### src/rtl/alu_mul_seq_pkg.sv
// Shared opcodes and state encoding for the shift-and-add multiply sequencer.
package alu_mul_seq_pkg;

  localparam logic [5:0] ALU_OP_ADD = 6'b000010;
  localparam logic [5:0] ALU_OP_X   = 6'b001100;

  typedef enum logic [1:0] {
    MUL_IDLE = 2'd0,
    MUL_ADD  = 2'd1,
    MUL_DBL  = 2'd2,
    MUL_DONE = 2'd3
  } mul_state_e;

endpackage

### src/rtl/alu_mul_seq_alu16.sv
// 16-bit ALU with zx/nx/zy/ny/f/no control, ins[5]=zx .. ins[0]=no.
module alu_mul_seq_alu16 (
  input  logic [15:0] x,
  input  logic [15:0] y,
  input  logic [5:0]  ins,
  output logic [15:0] out,
  output logic        zr,
  output logic        ng
);

  logic [15:0] x0, x1, y0, y1, f;

  always_comb begin
    x0  = ins[5] ? 16'd0 : x;
    x1  = ins[4] ? ~x0 : x0;
    y0  = ins[3] ? 16'd0 : y;
    y1  = ins[2] ? ~y0 : y0;
    f   = ins[1] ? (x1 + y1) : (x1 & y1);
    out = ins[0] ? ~f : f;
    zr  = (out == 16'd0);
    ng  = out[15];
  end

endmodule

### src/rtl/alu_mul_seq.sv
// Multi-cycle 16x16 multiplier time-sharing one ALU via ADD/DBL steps.
// Optional ALU_MUL_EARLY_EXIT_EN stops once the remaining multiplier is zero.
module alu_mul_seq
  import alu_mul_seq_pkg::*;
(
  input  logic        clk,
  input  logic        rst,
  input  logic        start,
  input  logic [15:0] a,
  input  logic [15:0] b,
  output logic        busy,
  output logic        done,
  output logic [15:0] product,
  output logic        zr,
  output logic        ng
);

  mul_state_e  state_q, state_d;
  logic [15:0] acc_q, acc_d;
  logic [15:0] mc_q, mc_d;
  logic [15:0] mp_q, mp_d;
  logic [3:0]  cnt_q, cnt_d;
  logic [15:0] prod_q, prod_d;
  logic        zr_q, zr_d;
  logic        ng_q, ng_d;
  logic        last;

  logic [15:0] alu_x, alu_y, alu_out;
  logic [5:0]  alu_ins;
  logic        alu_zr, alu_ng;

  alu_mul_seq_alu16 u_alu16 (
    .x   (alu_x),
    .y   (alu_y),
    .ins (alu_ins),
    .out (alu_out),
    .zr  (alu_zr),
    .ng  (alu_ng)
  );

  always_comb begin
    alu_x   = acc_q;
    alu_y   = mc_q;
    alu_ins = ALU_OP_X;
    unique case (state_q)
      MUL_ADD: alu_ins = mp_q[0] ? ALU_OP_ADD : ALU_OP_X;
      MUL_DBL: begin
        alu_x   = mc_q;
        alu_ins = ALU_OP_ADD;
      end
      default: alu_ins = ALU_OP_X;
    endcase
  end

  always_comb begin
    state_d = state_q;
    acc_d   = acc_q;
    mc_d    = mc_q;
    mp_d    = mp_q;
    cnt_d   = cnt_q;
    prod_d  = prod_q;
    zr_d    = zr_q;
    ng_d    = ng_q;
    last    = 1'b0;
    unique case (state_q)
      MUL_IDLE: begin
        if (start) begin
          acc_d   = 16'd0;
          mc_d    = a;
          mp_d    = b;
          cnt_d   = 4'd0;
          state_d = MUL_ADD;
        end
      end
      MUL_ADD: begin
        if (mp_q[0]) acc_d = alu_out;
        state_d = MUL_DBL;
      end
      MUL_DBL: begin
        mc_d  = alu_out;
        mp_d  = mp_q >> 1;
        cnt_d = cnt_q + 4'd1;
`ifdef ALU_MUL_EARLY_EXIT_EN
        last  = (cnt_q == 4'd15) || (mp_d == 16'd0);
`else
        last  = (cnt_q == 4'd15);
`endif
        state_d = last ? MUL_DONE : MUL_ADD;
      end
      MUL_DONE: begin
        prod_d  = alu_out;
        zr_d    = alu_zr;
        ng_d    = alu_ng;
        state_d = MUL_IDLE;
      end
      default: state_d = MUL_IDLE;
    endcase
  end

  always_ff @(posedge clk or posedge rst) begin
    if (rst) begin
      state_q <= MUL_IDLE;
      acc_q   <= 16'd0;
      mc_q    <= 16'd0;
      mp_q    <= 16'd0;
      cnt_q   <= 4'd0;
      prod_q  <= 16'd0;
      zr_q    <= 1'b0;
      ng_q    <= 1'b0;
    end else begin
      state_q <= state_d;
      acc_q   <= acc_d;
      mc_q    <= mc_d;
      mp_q    <= mp_d;
      cnt_q   <= cnt_d;
      prod_q  <= prod_d;
      zr_q    <= zr_d;
      ng_q    <= ng_d;
    end
  end

  // The DONE-cycle ALU pass is shown live so the result aligns with done.
  always_comb begin
    busy    = (state_q == MUL_ADD) || (state_q == MUL_DBL);
    done    = (state_q == MUL_DONE);
    product = done ? alu_out : prod_q;
    zr      = done ? alu_zr : zr_q;
    ng      = done ? alu_ng : ng_q;
  end

endmodule

### config.mk
export PLATFORM = sky130hd
export DESIGN_NAME = alu_mul_seq
export DESIGN_NICKNAME = d
export VERILOG_FILES = /design/src/rtl/alu_mul_seq_pkg.sv /design/src/rtl/alu_mul_seq_alu16.sv /design/src/rtl/alu_mul_seq.sv
export SDC_FILE = /design/constraint.sdc
export NUM_CORES = 1
export LEC_CHECK = 0
export BUFFER_PORTS_ARGS = -buffer_cell sky130_fd_sc_hd__buf_2
export CAP_MARGIN = 10
export CELL_PAD_IN_SITES_DETAIL_PLACEMENT = 0
export CELL_PAD_IN_SITES_GLOBAL_PLACEMENT = 1
export CORE_UTILIZATION = 35
export CTS_BUF_LIST = sky130_fd_sc_hd__clkbuf_16
export DETAILED_ROUTE_END_ITERATION = 8
export PLACE_DENSITY = 0.71
export SYNTH_ARGS = -nofsm -noshare
export SYNTH_HDL_FRONTEND = slang
export SYNTH_SLANG_ARGS = --single-unit
### constraint.sdc
create_clock -name clk -period 6.11 [get_ports clk]
set_input_delay 0.9165 -clock clk [delete_from_list [all_inputs] [get_ports clk]]
set_output_delay 0.9165 -clock clk [all_outputs]
set_load 0.01 [all_outputs]
==> results of run 1 <==
sequential cells by signal, indices dropped and copies added, names as in the netlist:
| name | flops |
|---|---|
| acc_q | 16 |
| alu_y | 16 |
| mp_q | 16 |
| prod_q | 16 |
| cnt_q | 4 |
| state_q | 2 |
| ng_q | 1 |
| zr_q | 1 |
synthesized netlist by cell type, types with 3 or more instances:
| library cell | instances |
|---|---|
| xnor2_1 | 5 |
| mux2i_1 | 31 |
| mux2_2 | 19 |
| nand2b_1 | 5 |
| o21ai_1 | 4 |
| xor2_1 | 3 |
| clkbuf_1 | 21 |
| inv_1 | 10 |
| a211oi_1 | 10 |
| buf_2 | 6 |
| and3_1 | 4 |
| nor3_1 | 6 |
| a21o_1 | 5 |
| a31oi_1 | 8 |
| nand2_1 | 61 |
| nand4_1 | 6 |
| a22o_1 | 7 |
| ha_1 | 23 |
| nor2_1 | 40 |
| a21oi_1 | 22 |
| buf_1 | 3 |
| o21bai_1 | 3 |
| or2_2 | 16 |
| dfrtp_1 | 72 |
| nand3_1 | 5 |
| o21ai_0 | 55 |
metal layers:
layer | GRT usage (%) | vias up | wire length (um)
met1 | 24.5 | 1689 | 5640
met4 | 5.37 | 0 | 166
met5 | 0 | - | 0
met3 | 3.19 | 15 | 347
li1 | - | 1847 | -
met2 | 27.3 | 62 | 4760
per-stage QoR:
stage / cells / hold slack [ns] / cell area (um^2)
6_report: 710 / 0.475 / 5230
5_1_grt: 710 / 0.506 / 5230
4_1_cts: 710 / 0.479 / 5230
3_5_place_dp: 696 / 0.467 / 4960
3_3_place_gp: 696 / 0.460 / 4960
2_1_floorplan: 492 / 0.446 / 4520
area by class of cell:
type | count | area [um^2] | share of cell area, %
clock inverter | 5 | 50.0 | 0.957
sequential | 72 | 1800 | 34.4
multi-input combinational | 379 | 2560 | 49.0
timing repair buffer | 63 | 338 | 6.46
clock buffer | 9 | 225 | 4.31
tap | 172 | 215 | 4.11
inverter | 10 | 37.5 | 0.718
critical path, cell delays in order, from the launching register on:
cell      delay [ns]
dfrtp_1         0.42
inv_1           0.13
ha_2            0.50
mux2_2          0.41
ha_1            0.23
fa_1            0.44
a211oi_2        0.37
o21ai_2         0.14
a31oi_1         0.21
xnor2_1         0.10
mux2i_2         0.26
nand4_1         0.18
nor4_2          0.32
a22o_1          0.19
buf_2           0.13
path summary, 6_finish.rpt:
check	slack, ns	from	cells after the start	end
worst max-delay path	0.83	state_q[0]$_DFFE_PP0P_	14	zr
worst min-delay path	0.48	acc_q[7]$_DFFE_PP0P_	2	acc_q[7]$_DFFE_PP0P_
worst min register to register	0.48	acc_q[7]$_DFFE_PP0P_	2	acc_q[7]$_DFFE_PP0P_
min in group asynchronous	0.87	rst	3	mp_q[5]$_DFFE_PP0P_
max in group asynchronous	4.67	rst	3	prod_q[8]$_DFF_PP0_
worst max register to register	2.15	state_q[0]$_DFFE_PP0P_	13	zr_q$_DFF_PP0_
cells by family (layout without fill, tap and decap cells):
group	Yosys count	count (layout)	synth area share [%]
DFF	72	72	39.9
muxes	51	51	11.9
xor gates and xnor gates	8	8	1.55
buffers and inverters	41	87	3.66
AOI/OAI and AO/OA	137	137	19.4
and+or+nand+nor	159	159	16.8
adders and majority gates	24	24	6.81
==> metrics.txt, run 1 <==
register area share after synthesis=39.9%; HP Class=register to register; dominant cell type by area after synthesis=dfrtp_1; top post-synthesis cells by area=dfrtp_1 (40%), mux2i_1 (6.9%), ha_1 (6.4%); Vias/cell=5.09; Die W=116 um; Max Transition Viols Final=0; Core Region=12600 um^2; Starting Density=35.8%; chip height=116 um; Synth top area share=39.9%; remaining antenna violation count=0; Hold Violations, Final=0; Cell variety after synth=58; synthesized area=4520 um^2; pre-CTS setup slack=1.20 ns; CTS buffer count=9; vias in the first global route=3580; initial antenna violation count=0; total grt overflow=0; hpwl dp=7.67 mm; post-cts sizing count=0; Layout fillers=1298; row cnt=41; Max Cap Viol=0; first-pass GRT wire length=18.0 mm; min setup slack post-route=0.832 ns; Worst setup SP type=register; Clock Pin Slew Worst Setup and Hold Paths=0.05 ns; IO Count=55; clk_skew=0.00588 ns; Post-synth ARST share=100%; critical path capture point type=output port; Synth Register Bits=72; gpl congestion=0.893; ys flop type=dfrtp_1; final setup fails=0; CTS H-tree depth=3; Final TNS setup=0 ns; Yosys warning count=0; largest net degree at the start of global routing=73; GRT Overall Usage=17.5%; DRC Markers=0; arrival time of the worst setup path=4.36 ns; final core occ=41.5%; Die Area=13400 um^2; CTS Sinks=72; crit path max fanout=17; Iter 0 DRT Violations=145; layout cells sized above 1=23.6%; post-synthesis net count=551; critical path type=register to output port; leading cell types in the layout, fill and taps excluded=dfrtp_1 (72), nand2_1 (61), o21ai_0 (55), buf_2 (54), nor2_1 (40); Post-Route WL=10.9 mm; outcome=complete, no violations; Tcrit/Tclk final=86.4%; number of enable flip-flop cells after synthesis=0; cts hold-fix bufs=0; post-CTS setup buffers=0; actual slew at the worst max-slew pin=0.908 ns; wire per inst=15.4 um; CTS max path bufs=2; Area growth syn-to-layout=15.8%; Worst-Skew Late Latency=0.33 ns; drt pass-1 iters=4; CTS tree=built; Vias=3613; normalized max-slew margin=39.4%; most common cell after layout, fill and taps aside=dfrtp_1; antenna fix cells=0; Syn Area/Cell=9.18 um^2; clk root buf=clkbuf_16; post-route minimum period=5.28 ns; Final #Nets=594; top achievable clock speed=0.189 GHz; RSZ-0062 raised after global routing=no; Critical Path RT=5.19 ns; Syn Inst Count=492; IO Port Bufs=54
Power of run 1 is not shown: default switching activity piles up to over one toggle a cycle in this logic, so the estimate is an artifact.
==> inputs of run 2 (changes only) <==
Settings changed: PLACE_DENSITY 0.71 to 0.7, SYNTH_HIERARCHICAL set to 1.
==> metrics.txt, run 2 <==
Synth Register Bits=72; largest net degree at the start of global routing=73; Post-synth ARST share=100%; Final TNS setup=0 ns; top post-synthesis cells by area=dfrtp_1 (35%), mux2i_1 (11%), xnor2_1 (9.1%); worst r2r dst=zr_q$_DFF_PP0_; Starting Density=35.9%; wire per inst=14.9 um; Worst Hold Depth=2; Layout Cells excl Fill=796; Die Area=15400 um^2; first-pass GRT wire length=19.6 mm; synthesized area=5210 um^2; CTS H-tree depth=3; IO Count=55; gpl congestion=0.805; RSZ-0062 raised after global routing=no; most common cell after layout, fill and taps aside=nand2_1; actual slew at the worst max-slew pin=0.936 ns; Synth top area share=34.6%; Area growth syn-to-layout=13.4%; Final #Nets=668; hold endpoint=mp_q[12]$_DFFE_PP0P_; Top Metal Used=met4; most common cell in the netlist=nand2_1; clk_skew=0.0104 ns; Syn Area/Cell=9.33 um^2; initial antenna violation count=0; cts hold-fix bufs=0; final setup fails=0; HP Class=register to register; top achievable clock speed=0.173 GHz; drt pass-1 iters=4; Post-Route WL=11.8 mm; GRT Overall Usage=16.4%; reg-to-reg critical path startpoint=state_q[1]$_DFFE_PP0P_; Max Transition Viols Final=0; top cell types by occurrence after synthesis=nand2_1 (79), dfrtp_1 (72), mux2i_1 (57), xnor2_1 (54), o21ai_0 (47); Vias=3996; Critical Path RT=5.19 ns; Yosys warning count=6; antenna fix cells=0; normalized max-slew margin=37.6%; total grt overflow=0; chip height=124 um; crit path max fanout=11; Max Cap Viol=0; pre-CTS setup slack=0.605 ns; register-to-register path setup slack=1.60 ns; critical path capture point type=output port; CTS max path bufs=2; row cnt=44; final core occ=40.7%; Layout fillers=1492; min setup slack post-route=0.323 ns; Iter 0 DRT Violations=170; post-CTS setup buffers=0; Clock Pin Slew Worst Setup and Hold Paths=0.06 ns; met3 wire len=360 um; Cell variety after synth=63; Core Region=14500 um^2; Reg2Reg Depth=16; register area share after synthesis=34.6%; leading cell types in the layout, fill and taps excluded=nand2_1 (79), dfrtp_1 (72), mux2i_1 (56), buf_2 (54), xnor2_1 (54); met2 WL=5.63 mm; Worst-Skew Late Latency=0.33 ns; Die W=124 um; Syn Inst Count=559; number of enable flip-flop cells after synthesis=0; Tcrit/Tclk final=94.7%; vias in the first global route=3964; dominant cell type by area after synthesis=dfrtp_1; Hold Violations, Final=0; IO Port Bufs=54; CTS tree=built; M1 WL=5.66 mm; CTS buffer count=9; DRC Markers=0; layout cells sized above 1=18.6%; outcome=complete, no violations; Worst setup SP type=register; ys flop type=dfrtp_1; post-route minimum period=5.79 ns; clk root buf=clkbuf_16; remaining antenna violation count=0; hpwl dp=8.64 mm; arrival time of the worst setup path=4.87 ns; Vias/cell=5.02; critical path type=register to output port; placed cell count=781; Hold Crit Start=mp_q[12]$_DFFE_PP0P_; CTS Sinks=72
-- run 2: cells by family (layout without fill, tap and decap cells) --
logic type,after synthesis,in the layout,share of synthesized area (%)
AND/OR/NAND/NOR,161,161,16.2
other,1,9,0.0719
adder cells (fa/ha/maj),25,25,6.14
multiplexers,78,78,15.5
flip-flops,72,72,34.6
AO/OA/AOI/OAI,104,104,12.2
buffers and inverters,63,108,6.05
XOR/XNOR,55,55,9.24
-- run 2: metrics by stage --
step,cell area (um^2),hold WS [ns]
2_1_floorplan,5240,0.450
3_3_place_gp,5640,0.467
3_5_place_dp,5640,0.470
4_1_cts,5900,0.484
5_1_grt,5910,0.507
6_report,5910,0.479
-- run 2: worst max path at each step --
| stage | start | to | slack, ns |
|---|---|---|---|
| global route | state_q[1]$_DFFE_PP0P_ | zr | 0.01 |
| CTS | state_q[1]$_DFFE_PP0P_ | zr | 0.21 |
| finish | state_q[1]$_DFFE_PP0P_ | zr | 0.32 |
| floorplan | state_q[1]$_DFFE_PP0P_ | zr | 0.88 |
| detailed placement | state_q[1]$_DFFE_PP0P_ | zr | 0.60 |
| global placement | state_q[1]$_DFFE_PP0P_ | zr | 0.73 |
-- run 2: timing repair --
| item | CTS | global route |
|---|---|---|
| hold endpoints to repair | 0 | 0 |
| resized for setup | 0 | 2 |
| setup endpoints to repair | 0 | 1 |
-- run 2: worst max-delay path, stage by stage, from the launching register on --
cell      delay [ns]
dfrtp_1         0.44
inv_1           0.16
ha_1            0.26
mux2i_4         0.35
buf_4           0.24
xnor2_1         0.10
ha_1            0.26
fa_1            0.49
a21o_1          0.24
a221oi_2        0.40
nor4_1          0.11
o31ai_1         0.29
nand4b_1        0.14
o311a_2         0.16
xnor2_1         0.37
nor4_2          0.10
mux2_2          0.29
buf_2           0.14
-- run 2: layer usage --
layer	global-route usage, %	vias to the layer above
met3	3.11	13
met2	27.1	54
met1	21.3	1907
met5	0	-
li1	-	2022
met4	5.36	0
-- run 2: final cells by class --
type | count | area, um^2 | area share, %
tap | 184 | 230 | 3.89
clock inverter | 6 | 36.3 | 0.614
timing repair buffer | 65 | 353 | 5.97
inverter | 28 | 105 | 1.78
multi-input combinational | 432 | 3160 | 53.5
clock buffer | 9 | 225 | 3.81
sequential | 72 | 1800 | 30.5
Power of run 2 is left out for the same reason.
==> inputs of run 3 (changes only) <==
Settings changed: ABC_AREA set to 1, PLACE_DENSITY 0.7 to 0.74.
==> metrics.txt, run 3 <==
outcome=complete, no violations; family with the most delay on the worst path=simple AND/OR/NAND/NOR gates; CTS tree=built; most common cell after layout, fill and taps aside=nand2_1; Final #Nets=933; row cnt=46; Final TNS setup=0 ns; ys flop type=dfrtp_1; Vias=5160; Area growth syn-to-layout=12.1%; Critical Path RT=5.19 ns; leading cell types in the layout, fill and taps excluded=nand2_1 (303), inv_1 (107), nand3_1 (82), dfrtp_1 (72), buf_2 (54); critical path's most frequent cell=nand2_1; CTS Sinks=72; first-pass GRT wire length=25.1 mm; CTS H-tree depth=3; worst r2r dst=zr_q$_DFF_PP0_; HP Class=register to register; Max Transition Viols Final=0; grt met2 use=29.7%; antenna fix cells=0; Die W=130 um; Hold Crit Start=acc_q[12]$_DFFE_PP0P_; layout cells sized above 1=15.1%; hpwl dp=10.8 mm; drt pass-1 iters=4; met1 usage=28.0%; largest net degree at the start of global routing=73; Syn Area/Cell=6.81 um^2; RSZ-0062 raised after global routing=no; Max Cap Viol=0; Starting Density=35.9%; Clock Pin Slew Worst Setup and Hold Paths=0.06 ns; Syn Inst Count=837; most common cell in the netlist=nand2_1; cts hold-fix bufs=0; register-to-register path setup slack=2.11 ns; Worst Hold Depth=2; vias in the first global route=4857; IO Count=55; normalized max-slew margin=30.8%; Worst-Skew Late Latency=0.34 ns; crit path launch=state_q[1]$_DFFE_PP0P_; top achievable clock speed=0.189 GHz; routing usage on met3=2.73%; Crit-path slowest cell=fa_1; CTS max path bufs=2; reg-to-reg critical path startpoint=state_q[1]$_DFFE_PP0P_; Hold Violations, Final=0; number of enable flip-flop cells after synthesis=0; clk_skew=0.00520 ns; CTS buffer count=9; Post-synth ARST share=100%; Yosys warning count=6; actual slew at the worst max-slew pin=1.04 ns; total grt overflow=0; Layout fillers=1706; CP Buf/Inv Count=4; GRT Overall Usage=19.1%; Cell variety after synth=32; Worst setup SP type=register; Core Region=15900 um^2; Iter 0 DRT Violations=323; critical path capture point type=output port; Vias/cell=4.72; dominant cell type by area after synthesis=dfrtp_1; critical path type=register to output port; Post-Route WL=15.0 mm; DRC Markers=0; wire per inst=13.7 um; Synth Register Bits=72; Tcrit/Tclk final=86.8%; IO Port Bufs=54; remaining antenna violation count=0; GR peak layer=met2; gpl congestion=0.789; initial antenna violation count=0; final setup fails=0; top cell types by occurrence after synthesis=nand2_1 (303), inv_1 (108), nand3_1 (82), dfrtp_1 (72), o21ai_0 (41); hold endpoint=acc_q[12]$_DFFE_PP0P_; post-route minimum period=5.30 ns; Min Hold Slack=0.483 ns; arrival time of the worst setup path=4.38 ns; crit path max fanout=16; register area share after synthesis=31.6%; Synth top area share=31.6%; chip height=130 um; clk root buf=clkbuf_16; synthesized area=5700 um^2; Reg2Reg Depth=25; max incr delay on CP=0.47 ns; Die Area=16800 um^2; top post-synthesis cells by area=dfrtp_1 (32%), nand2_1 (20%), nand3_1 (7.2%)
[run 3: metal layers]
layer / up-vias / wire length, um
met4: 0 / 152
met5: - / 0
met2: 92 / 6580
met1: 2366 / 7710
met3: 14 / 604
li1: 2688 / -
[run 3: worst max path at each step]
stage,endpoint,slack [ns],cells after the start
2_1_floorplan,product[15],1.82,20
3_3_place_gp,zr,0.51,24
3_5_place_dp,zr,0.40,24
4_1_cts,zr,0.03,24
5_1_grt,zr,0.42,25
6_report,zr,0.81,25
[run 3: area by class of cell]
class	instances	area, um^2	area share, %
repair buffers	62	330	5.17
flip-flops and latches	72	1800	28.2
well taps	216	270	4.23
clock inverters	7	93.8	1.47
inverters	112	420	6.58
clock buffers	9	225	3.53
multi-input cells	616	3250	50.8
[run 3: tightest hold or removal path, delay by kind of cell (launching register included)]
family	cells	cell delay, ns
DFF	1	0.34
and+or+nand+nor	1	0.05
AOI/OAI and AO/OA	1	0.06
[run 3: through the flow]
| stage | std cells | utilization [%] | cell area [um^2] | worst slack (ns) |
|---|---|---|---|---|
| floorplan | 839 | - | 5710 | 1.82 |
| global placement | 1075 | 38.0 | 6040 | 0.514 |
| detailed placement | 1075 | 38.0 | 6040 | 0.399 |
| CTS | 1091 | 40.0 | 6360 | 0.0313 |
| global route | 1094 | 40.2 | 6390 | 0.418 |
| finish | 1094 | 40.2 | 6390 | 0.809 |
[run 3: what timing repair did]
action,in CTS,in global routing
endpoints found under the setup margin,0,6
resized for setup,0,1
buffers inserted,0,3
[run 3: logic make-up (layout without fill, tap and decap cells)]
group	after synthesis	in the layout	share of synthesized area [%]
compound gates	89	89	8.52
buf+inv	151	190	11.8
other cells	1	3	0.0658
fa+ha+maj	25	25	5.62
mux	18	18	3.56
flops	72	72	31.6
simple gates	449	449	33.9
xor+xnor	32	32	4.92
Power of run 3 is left out for the same reason.
